[config.mk]
export PLATFORM = sky130hd
export DESIGN_NAME = port_array_queue
export DESIGN_NICKNAME = d
export VERILOG_FILES = /design/src/rtl/port_array_queue.sv
export SDC_FILE = /design/constraint.sdc
export NUM_CORES = 1
export LEC_CHECK = 0
export BUFFER_PORTS_ARGS = -buffer_cell sky130_fd_sc_hd__clkbuf_2
export CORE_UTILIZATION = 52
export DETAILED_ROUTE_END_ITERATION = 10
export GPL_TIMING_DRIVEN = 1
export PLACE_DENSITY = 0.8
export SLEW_MARGIN = 5
export SYNTH_ARGS = -nofsm -noshare
export SYNTH_HDL_FRONTEND = slang
export SYNTH_SLANG_ARGS = --single-unit
[constraint.sdc]
create_clock -name clk -period 3.4 [get_ports clk]
set_input_delay 0.68 -clock clk [delete_from_list [all_inputs] [get_ports clk]]
set_output_delay 0.68 -clock clk [all_outputs]
set_load 0.03 [all_outputs]
[src/rtl/port_array_queue.sv]
// port_array_queue: a separate val/rdy FIFO for each port. It sits upstream
// of the flattened port-array pass-through, so a stalled consumer port never
// blocks the other ports.
//
// Optional feature: PORT_ARRAY_QUEUE_BYPASS_EN lets a word pass straight from
// an empty port's input to its output in the same cycle.
//
// Ports:
//   clk      rising-edge clock
//   reset    asynchronous reset, active low
//   in_val   per-port enqueue valid
//   in_rdy   per-port enqueue ready
//   in_      enqueue data, port i at [i*nbits +: nbits]
//   out_val  per-port dequeue valid
//   out_rdy  per-port dequeue ready
//   out      head-entry data, same layout as in_
//   count    per-port occupancy, port i at [i*cw +: cw]
module port_array_queue #(
  parameter int unsigned nports   = 2,
  parameter int unsigned nbits    = 32,
  parameter int unsigned nentries = 2
) (
  input  logic                                    clk,
  input  logic                                    reset,
  input  logic [nports-1:0]                       in_val,
  output logic [nports-1:0]                       in_rdy,
  input  logic [nports*nbits-1:0]                 in_,
  output logic [nports-1:0]                       out_val,
  input  logic [nports-1:0]                       out_rdy,
  output logic [nports*nbits-1:0]                 out,
  output logic [nports*$clog2(nentries+1)-1:0]    count
);

  localparam int unsigned cw = $clog2(nentries + 1);
  localparam int unsigned pw = $clog2(nentries);

  for (genvar i = 0; i < nports; i++) begin : g_port
    logic [nbits-1:0] mem [nentries];
    logic [pw-1:0]    enq_ptr;
    logic [pw-1:0]    deq_ptr;
    logic [cw-1:0]    cnt;
    logic [nbits-1:0] din;
    logic             full;
    logic             empty;
    logic             enq;
    logic             deq;
    logic             wr;

    assign din   = in_[i*nbits +: nbits];
    assign full  = (cnt == cw'(nentries));
    assign empty = (cnt == '0);

    // No enqueue while full, even if a dequeue happens in the same cycle.
    assign in_rdy[i] = reset & ~full;
    assign enq       = in_val[i] & in_rdy[i];
    // Dequeue from storage only; a bypassed word never touches the array.
    assign deq       = ~empty & out_rdy[i];

`ifdef PORT_ARRAY_QUEUE_BYPASS_EN
    logic pass;
    // An empty port forwards its input word; it skips storage if taken now.
    assign pass       = empty & enq & out_rdy[i];
    assign wr         = enq & ~pass;
    assign out_val[i] = reset & (~empty | in_val[i]);
    assign out[i*nbits +: nbits] = empty ? din : mem[deq_ptr];
`else
    assign wr         = enq;
    assign out_val[i] = ~empty;
    assign out[i*nbits +: nbits] = mem[deq_ptr];
`endif

    assign count[i*cw +: cw] = cnt;

    // Pointers and occupancy; pointers wrap at the power-of-two depth.
    always_ff @(posedge clk or negedge reset) begin
      if (!reset) begin
        enq_ptr <= '0;
        deq_ptr <= '0;
        cnt     <= '0;
      end else begin
        if (wr)  enq_ptr <= enq_ptr + pw'(1);
        if (deq) deq_ptr <= deq_ptr + pw'(1);
        case ({wr, deq})
          2'b10:   cnt <= cnt + cw'(1);
          2'b01:   cnt <= cnt - cw'(1);
          default: cnt <= cnt;
        endcase
      end
    end

    // Storage array; not reset.
    always_ff @(posedge clk) begin
      if (wr) mem[enq_ptr] <= din;
    end
  end

endmodule

# Word level (Yosys, flattened, before mapping)
# Memory sizes are Yosys's and may differ from the RTL's.
# Index checks and enable logic that the tools add are counted.
# totals
mem_count,2
output_inout_bits,72
reg_bits,8
ramBits,128
elab_cells,42
input_bits,70
# classes
n_eq_ne,6
n_reduce_logical,4
n_bitwise,10
mux,6
addsub,8
# memory_table
memory,words,width,read_ports,rd_ports_with_merged_regs,wr,line,source
g_port[0].mem,2,32,1,0,1,38,logic [nbits-1:0] mem [nentries];
g_port[1].mem,2,32,1,0,1,38,
# op_table
cell,count
"equality test 2 bit, second input constant",4
one-hot mux 2 bit (2 select lines),2
bitwise AND 1 bit,6
"adder 1 bit, second input constant",4
"adder 2 x 1 -> 2 bit, second input constant",2
"equality test 2 x 1 -> 1 bit, second input constant",2
zero test 2 bit,2
two-way mux 1 bit,4
NOT 1 bit,4
nonzero test 2 bit,2
"subtractor 2 x 1 -> 2 bit, second input constant",2

# Logic depth before layout (Yosys ltp)
# Gate-level depths: netlist (run 1).
# depth
ltp_word,6
ltp_mapped,6
depth_no_buf,6

# Worst setup path before layout (run 1)
# OpenSTA, ideal clock, no wires.
# synth_path
kind,register -> register
start,register g_port[0].cnt[0]
end,memory g_port[0].mem[0][0] (enable)
t_arrival_ns,2.264
setup_time_ns,0.421
required_time_ns,2.979
path_stages_with_launch,4
n_path_buf,0
slack_ns,0.715
cell_sequence,dfrtp_1 nand2b_1 nand3_1 nor2_1
# synth_via
elab_chain_len,6
# synth_rtl
element,line,source
from (decl),41,logic [cw-1:0] cnt;
from (signal assigned),84,2'b10: cnt <= cnt + cw'(1);
from (signal assigned),85,2'b01: cnt <= cnt - cw'(1);
from (signal assigned),86,default: cnt <= cnt;
equality test 2 bit,50,assign full = (cnt == cw'(nentries));
NOT 1 bit,54,assign in_rdy[i] = reset & ~full;
bitwise AND 1 bit,54,
bitwise AND 1 bit,55,assign enq = in_val[i] & in_rdy[i];
two-way mux 1 bit,93,if (wr) mem[enq_ptr] <= din;
two-way mux 1 bit (implied by the code),93,
to (decl),38,
# No other way between the ends.

# Final worst setup path (run 1)
# layout_path
start,register g_port[1].deq_ptr
end,output out[39]
# layout_via
elab_chain_len,1
# layout_rtl
element,line,source
from (decl),40,logic [pw-1:0] deq_ptr;
from (signal assigned),82,if (deq) deq_ptr <= deq_ptr + pw'(1);
memory (2 x 32 bit),n/a,
to (decl),30,"output logic [nports*nbits-1:0] out,"
# No other way between the ends.

==> qor.csv, run 1 <==
stage,metric,value,unit
outcome,status,"complete, no violations",
setup_path,slowest_stage,buf_4,
synthesis,synth_top_area_share,75.63,%
route,via_per_inst,4.909,
setup_path,cp.required,2720,ps
die,fp-row-count,35,
sta,slew_headroom,37.79,%
die,initial_utilization,54.23,%
global_routing,grt_pass1_wl,13.21,mm
sta,tightest_slew,931.0,ps
layout,final_cell_mix,"141 x clkbuf_2, 128 x edfxtp_1, 60 x mux2_2",
die,die_x,100.9,µm
layout,antenna_cells,0,
pwr,vdd_drop_max,0.7024,mV
setup_path,endpoint_kind,output port,
setup_path,worstPathArrival,1820,ps
route,wire_per_inst,15.69,µm
layout,fillCellCount,637,
clock_network,clk_pin_slew,60,ps
flow_run,max_cap_viol_count,0,
global_routing,antenna_found_initial,0,
synthesis,ys_types,15,
die,dieArea,10170,µm²
synthesis,avgSynthCellArea,21.35,µm²
clock_network,clk_latency,500,ps
global_routing,grt_max_degree,34,
synthesis,synth_area_leaders,"edfxtp_1 76%, mux2_2 13%, dfrtp_1 3.9%",
clock_network,clk_path_buf_depth,2,
synthesis,ys_ff_latch,136,
sta,setup_violations,0,
place,dp_cells,504,
clock_network,holdBufCountCts,0,
global_routing,first_global_vias,2740,
route,drt-total-wl,8.412,mm
setup_path,path_cells,buf_4 > mux2_2 > clkbuf_2,
clock_network,cts_resized,0,
hold_path,hold_path.class,in2async,
clock_network,cts_buffers,17,
clock_network,htree_levels,4,
place,io_buffers,141,
route,drc,0,
sta,grt_setup_unrepaired,no,
route,ant_nets,0,
clock_network,cts_tree,done,
global_routing,track_usage,17.99,%
sta,fmax,400.1,MHz
clock_network,clock-sinks,136,
place,hpwl,5.613,mm
sta,period_share,73.51,%
layout,layout.nets,466,
layout,areaGrowthSynthToFinish,28.83,%
route,initialDrtViolationCount,88,
sta,tns,0,ps
place,place.gp.congestion,0.7064,
die,die_h,100.9,µm
sta,holdWs,31.69,ps
setup_path,cpPeakStageDelay,400,ps
pwr,leakage,2.533,nW
sta,finClkSkew,6.659,ps
route,vias,2631,
die,ioPinCount,142,
layout,layout_commonest_cell,clkbuf_2,
pwr,power_density,918.9,nW/µm²
sta,slew_viol_final,0,
setup_path,start_kind,flop,
synthesis,yosys.area.top_type,edfxtp_1,
global_routing,globalRouteOverflowTotal,0,
clock_network,cts_root_buf,clkbuf_8,
layout,drive_gt1_share,60.93,%
sta,hold_viol_final,0,
synthesis,yosys_warnings,0,
layout,multi_input_area,960.9,µm²
synthesis,syn_inst,238,
setup_path,worstPathMaxFanout,33,
die,core_area,9371,µm²
synthesis,syn_nets,310,
layout,seq_area,4044,µm²
layout,fin_cells,536,
clock_network,post_cts_buffers,0,
synthesis,ys_seq_area_share,79.57,%
setup_path,crit_type,reg2out,
route,firstDrtPassIters,4,
sta,period_minus_slack,2499,ps
synthesis,synth_area,5082,µm²
## worst max-delay path: cells and delay by family, from the launching register on
family / cells / cell delay [ps]
DFF: 1 / 320
buffers and inverters: 2 / 600
muxes: 1 / 390
## metal layers
layer	vias to the layer above	wire length [µm]	track usage [%]
met2	85	4608	31.72
li1	1238	-	-
met4	0	201	8.696
met3	16	404	5.687
met1	1292	3197	19.70
met5	-	0	0
## final timing paths
kind,start,to,slack [ps],cells after the start
min in group clk,in_[16],g_port[0].mem[0][16],370,1
setup / recovery,g_port[1].deq_ptr,out[39],900,3
setup reg to reg,g_port[0].cnt[0],g_port[0].mem[0][0],1340,3
hold reg to reg,g_port[0].cnt[1],g_port[0].cnt[1],530,1
max in group asynchronous,reset,g_port[0].cnt[0],3170,1
hold / removal,reset,g_port[0].cnt[1],30,1
## sequential cells by signal (all words and copies together), names as in the netlist
signal / cells
g_port.cnt: 4
g_port.deq_ptr: 2
g_port.enq_ptr: 2
g_port.mem: 128
## report_power, final
part / switching, W / internal (W) / total, W
Sequential: 0.0000919 / 0.00210 / 0.00220
Combinational: 0.00121 / 0.000675 / 0.00188
Clock: 0.000664 / 0.00127 / 0.00194
Total: 0.00196 / 0.00405 / 0.00602
## Yosys cell counts
cell type / n
nand2b_1: 2
mux2_2: 60
xnor2_1: 6
inv_1: 2
mux2_4: 4
and2_4: 2
buf_6: 8
edfxtp_1: 128
nor2_1: 6
xor2_1: 4
or2_4: 2
nand3_1: 2
dfrtp_1: 8
and2_1: 2
ha_1: 2
## area by class of cell
| type | instances | share of cell area, % |
|---|---|---|
| Timing Repair Buffer | 145 | 11.24 |
| Multi-Input combinational cell | 92 | 14.68 |
| Inverter | 2 | 0.1147 |
| Clock buffer | 18 | 6.383 |
| Clock inverter | 14 | 3.363 |
| Sequential cell | 136 | 61.76 |
| Tap cell | 129 | 2.465 |
## cells by family after synthesis
| family | share of synthesized area (%) |
|---|---|
| xor gates and xnor gates | 1.723 |
| and+or+nand+nor | 1.822 |
| buffers and inverters | 1.920 |
| DFF | 79.57 |
| adders and majority gates | 0.4923 |
| muxes | 14.48 |
## through the flow
stage | cell area (µm²) | power [W] | setup WS, ps | utilization (%)
floorplan | 5082 | 0.003712 | 714.9 | -
global placement | 5909 | 0.004092 | 1020 | 63.06
detailed placement | 5909 | 0.004136 | 923.5 | 63.06
CTS | 6548 | 0.006087 | 878.9 | 69.87
global route | 6548 | 0.006272 | 794.8 | 69.87
finish | 6548 | 0.006016 | 900.7 | 69.87
Power figures use the tool's default switching activity.
==> run 2: changes to the inputs <==
==> constraint.sdc (replaced) <==
create_clock -name clk -period 2.5 [get_ports clk]
set_input_delay 0.5 -clock clk [delete_from_list [all_inputs] [get_ports clk]]
set_output_delay 0.5 -clock clk [all_outputs]
set_load 0.03 [all_outputs]
==> run 2 against run 1 <==
Net effect:
- critical path depth unchanged
- combinational power rose by 37%
- worst setup slack lost 720 ps
- wire length grew 3.1%
- design area down 0.57%
- sequential share of layout area is 0.36 points higher
- die area unchanged
- largest power group unchanged
==> qor.csv, run 2 (synthesis results as in run 1) <==
stage,metric,value,unit,change
die,dieArea,10170,µm²,unchanged
clock_network,clk_path_buf_depth,2,,unchanged
sta,period_share,92.71,%,
global_routing,first_global_vias,2687,,-1.9%
pwr,power_density,1220,nW/µm²,+33%
layout,top_regs,"g_port.mem x128, g_port.cnt x4",,
flow_run,max_cap_viol_count,0,,unchanged
die,fp-row-count,35,,unchanged
global_routing,track_usage,17.86,%,-0.13 points
sta,grt_setup_unrepaired,no,,
route,firstDrtPassIters,4,,unchanged
layout,final_cell_mix,"141 x clkbuf_2, 128 x edfxtp_1, 60 x mux2_2",,
clock_network,cts_tree,done,,
route,ant_nets,0,,unchanged
sta,holdWs,189.5,ps,+157.8 ps
layout,max_flop_register,g_port.mem,,
layout,antenna_cells,0,,unchanged
layout,fin_cells,539,,+0.56%
place,hpwl,5.639,mm,+0.46%
route,wl_met1,3.277,mm,+2.5%
global_routing,grt_max_degree,34,,unchanged
layout,drive_gt1_share,60.24,%,-0.69 points
sta,tightest_slew,466.2,ps,-464.8 ps
place,dp_cells,506,,+0.40%
sta,fmax,431.4,MHz,
sta,tns,0,ps,unchanged
layout,layout.nets,469,,+0.64%
clock_network,clk_pin_slew,60,ps,about the same
die,core_area,9371,µm²,unchanged
layout,layout_commonest_cell,clkbuf_2,,
setup_path,worstPathArrival,1820,ps,about the same
sta,finClkSkew,6.744,ps,+0.08521 ps
pwr,power,0.007944,W,+32%
clock_network,cts_resized,0,,unchanged
setup_path,cp.required,2000,ps,-720 ps
place,io_buffers,141,,unchanged
route,initialDrtViolationCount,72,,-18%
setup_path,start_kind,flop,,
clock_network,htree_levels,4,,unchanged
die,die_h,100.9,µm,unchanged
layout,areaGrowthSynthToFinish,28.09,%,
sta,hold_viol_final,0,,unchanged
place,place.gp.congestion,0.6924,,-2.0%
route,wire_per_inst,16.09,µm,+2.5%
clock_network,cts_root_buf,clkbuf_8,,
pwr,leakage,2.527,nW,-0.27%
sta,slew_viol_final,0,,unchanged
setup_path,critPathLaunch,g_port[1].deq_ptr,,
setup_path,crit_type,reg2out,,
die,initial_utilization,54.23,%,unchanged
sta,period_minus_slack,2318,ps,
sta,setup_violations,0,,unchanged
global_routing,antenna_found_initial,0,,unchanged
setup_path,endpoint_kind,output port,,
route,met3_length,411,µm,+1.7%
die,ioPinCount,142,,unchanged
route,vias,2632,,+0.038%
route,highest_layer,met4,,
setup_path,path_cells,buf_4 > mux2_2 > clkbuf_2,,
setup_path,worstPathMaxFanout,33,,unchanged
route,drc,0,,unchanged
sta,slew_headroom,68.92,%,+31 points
setup_path,cpPeakStageDelay,400,ps,about the same
global_routing,grt_pass1_wl,12.97,mm,-1.9%
setup_path,worstReg2RegStart,g_port[0].cnt[0],,
route,via_per_inst,4.883,,-0.52%
global_routing,globalRouteOverflowTotal,0,,unchanged
hold_path,min-delay-start,in_[12],,
layout,largest_reg_flops,128,,unchanged
clock_network,clock-sinks,136,,unchanged
route,drt-total-wl,8.670,mm,+3.1%
pwr,vdd_drop_max,0.7505,mV,+6.8%
outcome,status,"complete, no violations",,
hold_path,hold_path.class,in2reg,,
die,die_x,100.9,µm,unchanged
route,wl_met2,4.829,mm,+4.8%
clock_network,cts_buffers,17,,unchanged
setup_path,slowest_stage,buf_4,,
clock_network,clk_latency,500,ps,about the same
setup_path,r2r_slack,780,ps,-560 ps
==> run 2: changes by cell type in the layout (fill, tap and decap cells not counted), moves of 2 or more <==
| cell | delta |
|---|---|
| inv_6 | -3 |
| clkinv_1 | +2 |
| clkinv_2 | +2 |
| clkinvlp_4 | -2 |
| clkinv_4 | +2 |
| bufinv_16 | -2 |
| buf_4 | +2 |
==> run 2: worst max-delay path: cells and delay by family (launching register included) <==
family                 cells  cell delay (ps)
buffers and inverters      2              580
muxes                      1              400
DFF                        1              320
==> run 2: layout make-up <==
type | instances | area [µm²]
Sequential cell | 136 | 4044
Inverter | 2 | 7.507
Clock inverter | 13 | 153.9
Timing Repair Buffer | 148 | 760.7
Multi-Input combinational cell | 92 | 960.9
Tap cell | 129 | 161.4
Fill cell | 658 | 2861
Clock buffer | 19 | 421.7
==> run 2: metrics by stage <==
stage	setup slack, ps	util, %	area, µm²
after CTS	148.5	69.47	6510
final	182.2	69.47	6510
after global placement	589.0	63.22	5924
after floorplan	-185.1	-	5082
after detailed placement	539.5	63.22	5924
after global routing	100.4	69.47	6510
==> run 2: path summary, 6_finish.rpt <==
kind	to	depth (start not counted)
min in group asynchronous	g_port[1].cnt[0]	2
worst min-delay path	g_port[0].mem[0][12]	1
worst min register to register	g_port[1].enq_ptr	1
max in group asynchronous	g_port[0].enq_ptr	2
worst max register to register	g_port[0].mem[1][31]	4
worst max-delay path	out[55]	3
==> run 2: layer usage <==
metal	GRT usage [%]	up-vias
li1	-	1242
met4	8.250	0
met5	0	-
met1	18.79	1299
met3	5.409	12
met2	32.67	79
==> run 2: repair_timing <==
item | CTS | global route
hold buffers | 1 | 0
hold endpoints to repair | 8 | 0
setup buffers | 0 | 0
==> run 2: report_power, final <==
group | switching [W] | internal (W) | leakage (nW)
registers | 0.000123 | 0.00286 | 1.26
logic | 0.00166 | 0.000927 | 0.987
clock network | 0.000865 | 0.00151 | 0.277
total | 0.00264 | 0.00530 | 2.53
==> run 3: changes to the inputs <==
--- a/config.mk
+++ b/config.mk
@@ -8,7 +8,7 @@
 export BUFFER_PORTS_ARGS = -buffer_cell sky130_fd_sc_hd__clkbuf_2
 export CORE_UTILIZATION = 52
 export DETAILED_ROUTE_END_ITERATION = 10
-export GPL_TIMING_DRIVEN = 1
+export GPL_TIMING_DRIVEN = 0
 export PLACE_DENSITY = 0.8
 export SLEW_MARGIN = 5
 export SYNTH_ARGS = -nofsm -noshare
==> run 3 against run 2 <==
Net effect:
- fmax rose by 6.4%
- count of clock-buffer cells in the layout fell by 2
- worst hold slack improved by 5.2 ps
- sequential power barely moved
- critical endpoint is now out[25]
==> qor.csv, run 3 (synthesis results as in run 1) <==
stage,metric,value,unit,change
setup_path,cp.required,2000,ps,about the same
global_routing,antenna_found_initial,0,,unchanged
place,place.gp.congestion,0.6812,,-1.6%
setup_path,path_cells,buf_6 > buf_6 > mux2_2 > clkbuf_2,,
setup_path,slowest_stage,mux2_2,,
setup_path,endpoint_kind,output port,,
route,wire_per_inst,16.05,µm,-0.22%
sta,setup_violations,0,,unchanged
hold_path,hold_path.class,in2reg,,
global_routing,grt_pass1_wl,13.09,mm,+0.96%
setup_path,worstPathArrival,1680,ps,-140 ps
clock_network,post_cts_buffers,0,,unchanged
flow_run,max_cap_viol_count,0,,unchanged
route,via_per_inst,4.915,,+0.66%
global_routing,track_usage,17.91,%,+0.055 points
die,die_x,100.9,µm,unchanged
setup_path,crit_type,reg2out,,
pwr,vdd_drop_max,0.7784,mV,+3.7%
route,drc,0,,unchanged
die,die_h,100.9,µm,unchanged
clock_network,clock-sinks,136,,unchanged
clock_network,htree_levels,4,,unchanged
layout,fillCellCount,653,,-0.76%
sta,slew_headroom,72.43,%,+3.5 points
clock_network,cts_buffers,17,,unchanged
layout,max_flop_register,g_port.mem,,
die,core_area,9371,µm²,unchanged
setup_path,cpMostUsedCell,buf_6,,
layout,drive_gt1_share,61.69,%,+1.4 points
sta,grt_setup_unrepaired,no,,
layout,final_util,71.68,%,+2.2 points
sta,timing.final.ws_setup,322.4,ps,+140.1 ps
global_routing,grt_max_degree,28,,-18%
route,ant_nets,0,,unchanged
pwr,power_density,1249,nW/µm²,+2.3%
die,initial_utilization,54.23,%,unchanged
place,hpwl,5.975,mm,+6.0%
setup_path,worstPathMaxFanout,10,,-70%
clock_network,clk_path_buf_depth,2,,unchanged
route,vias,2674,,+1.6%
pwr,power,0.008389,W,+5.6%
sta,period_share,87.11,%,-5.6 points
die,dieArea,10170,µm²,unchanged
die,fp-row-count,35,,unchanged
setup_path,crit_family,buffers and inverters,,
setup_path,cpPeakStageDelay,360,ps,-40 ps
setup_path,start_kind,flop,,
place,dpl-instance-area,6075,µm²,+2.5%
setup_path,crit_buf_inv,3,,+1
place,post-place-ws,438.5,ps,-101.0 ps
clock_network,cts_tree,done,,
sta,slew_viol_final,0,,unchanged
sta,tightest_slew,412.6,ps,-53.61 ps
layout,antenna_cells,0,,unchanged
sta,hold_viol_final,0,,unchanged
clock_network,cts_root_buf,clkbuf_8,,
sta,period_minus_slack,2178,ps,-140.1 ps
layout,areaGrowthSynthToFinish,32.18,%,
layout,top_regs,"g_port.mem x128, g_port.cnt x4",,
die,ioPinCount,142,,unchanged
pwr,leakage,2.613,nW,+3.4%
place,io_buffers,141,,unchanged
clock_network,clk_latency,490,ps,about the same
layout,layout.nets,475,,+1.3%
sta,finClkSkew,8.923,ps,+2.179 ps
route,initialDrtViolationCount,120,,+67%
global_routing,first_global_vias,2715,,+1.0%
layout,layout_commonest_cell,clkbuf_2,,
layout,largest_reg_flops,128,,unchanged
clock_network,clk_pin_slew,60,ps,about the same
route,firstDrtPassIters,4,,unchanged
route,drt-total-wl,8.731,mm,+0.70%
outcome,status,"complete, no violations",,
layout,final_cell_mix,"141 x clkbuf_2, 128 x edfxtp_1, 60 x mux2_2",,
global_routing,globalRouteOverflowTotal,0,,unchanged
layout,final_cell_area,6718,µm²,+3.2%
sta,fmax,459.2,MHz,+6.4%
-- run 3: cell type report --
cell class,instances,area [µm²],area share (%)
Buffer,8,90.09,1.341
Clock buffer,17,414.1,6.165
Clock inverter,14,219.0,3.259
Inverter,2,7.507,0.1118
Multi-Input combinational cell,92,970.9,14.45
Sequential cell,136,4044,60.20
Tap cell,129,161.4,2.403
Timing Repair Buffer,146,810.8,12.07
-- run 3: path summary, 6_finish.rpt --
check | start | cells after the start | slack, ps | to
worst max-delay path | g_port[0].deq_ptr | 4 | 320 | out[25]
worst min-delay path | in_[2] | 1 | 190 | g_port[0].mem[0][2]
worst max register to register | g_port[1].cnt[0] | 4 | 700 | g_port[1].mem[1][1]
worst min register to register | g_port[0].cnt[1] | 1 | 530 | g_port[0].cnt[1]
max in group asynchronous | reset | 2 | 1890 | g_port[1].deq_ptr
min in group asynchronous | reset | 2 | 400 | g_port[1].cnt[1]
-- run 3: report_power, final --
| part | total [W] | leakage, nW | switching, W | internal [W] |
|---|---|---|---|---|
| combinational | 0.00276 | 1.04 | 0.00168 | 0.00107 |
| clock | 0.00264 | 0.305 | 0.000915 | 0.00173 |
| sequential | 0.00299 | 1.26 | 0.000132 | 0.00286 |
| total | 0.00839 | 2.61 | 0.00273 | 0.00566 |
-- run 3: what timing repair did --
item                      CTS  global route
hold buffers                1             0
gates resized for setup     0             0
hold endpoints to repair    8             0
-- run 3: per-stage QoR --
| step | std cells | TNS [ps] | hold slack [ps] |
|---|---|---|---|
| after floorplan | 238 | -23700 | 204.4 |
| after global placement | 508 | -125590 | 378.4 |
| after detailed placement | 512 | 0 | 375.9 |
| after CTS | 544 | 0 | 167.9 |
| after global routing | 544 | 0 | 158.3 |
| final | 544 | 0 | 194.7 |
-- run 3: routing by layer --
metal / global-route usage [%] / routed length, µm
met1: 20.27 / 3449
met2: 32.51 / 4911
met3: 5.132 / 303
met4: 6.020 / 66
met5: 0 / 0
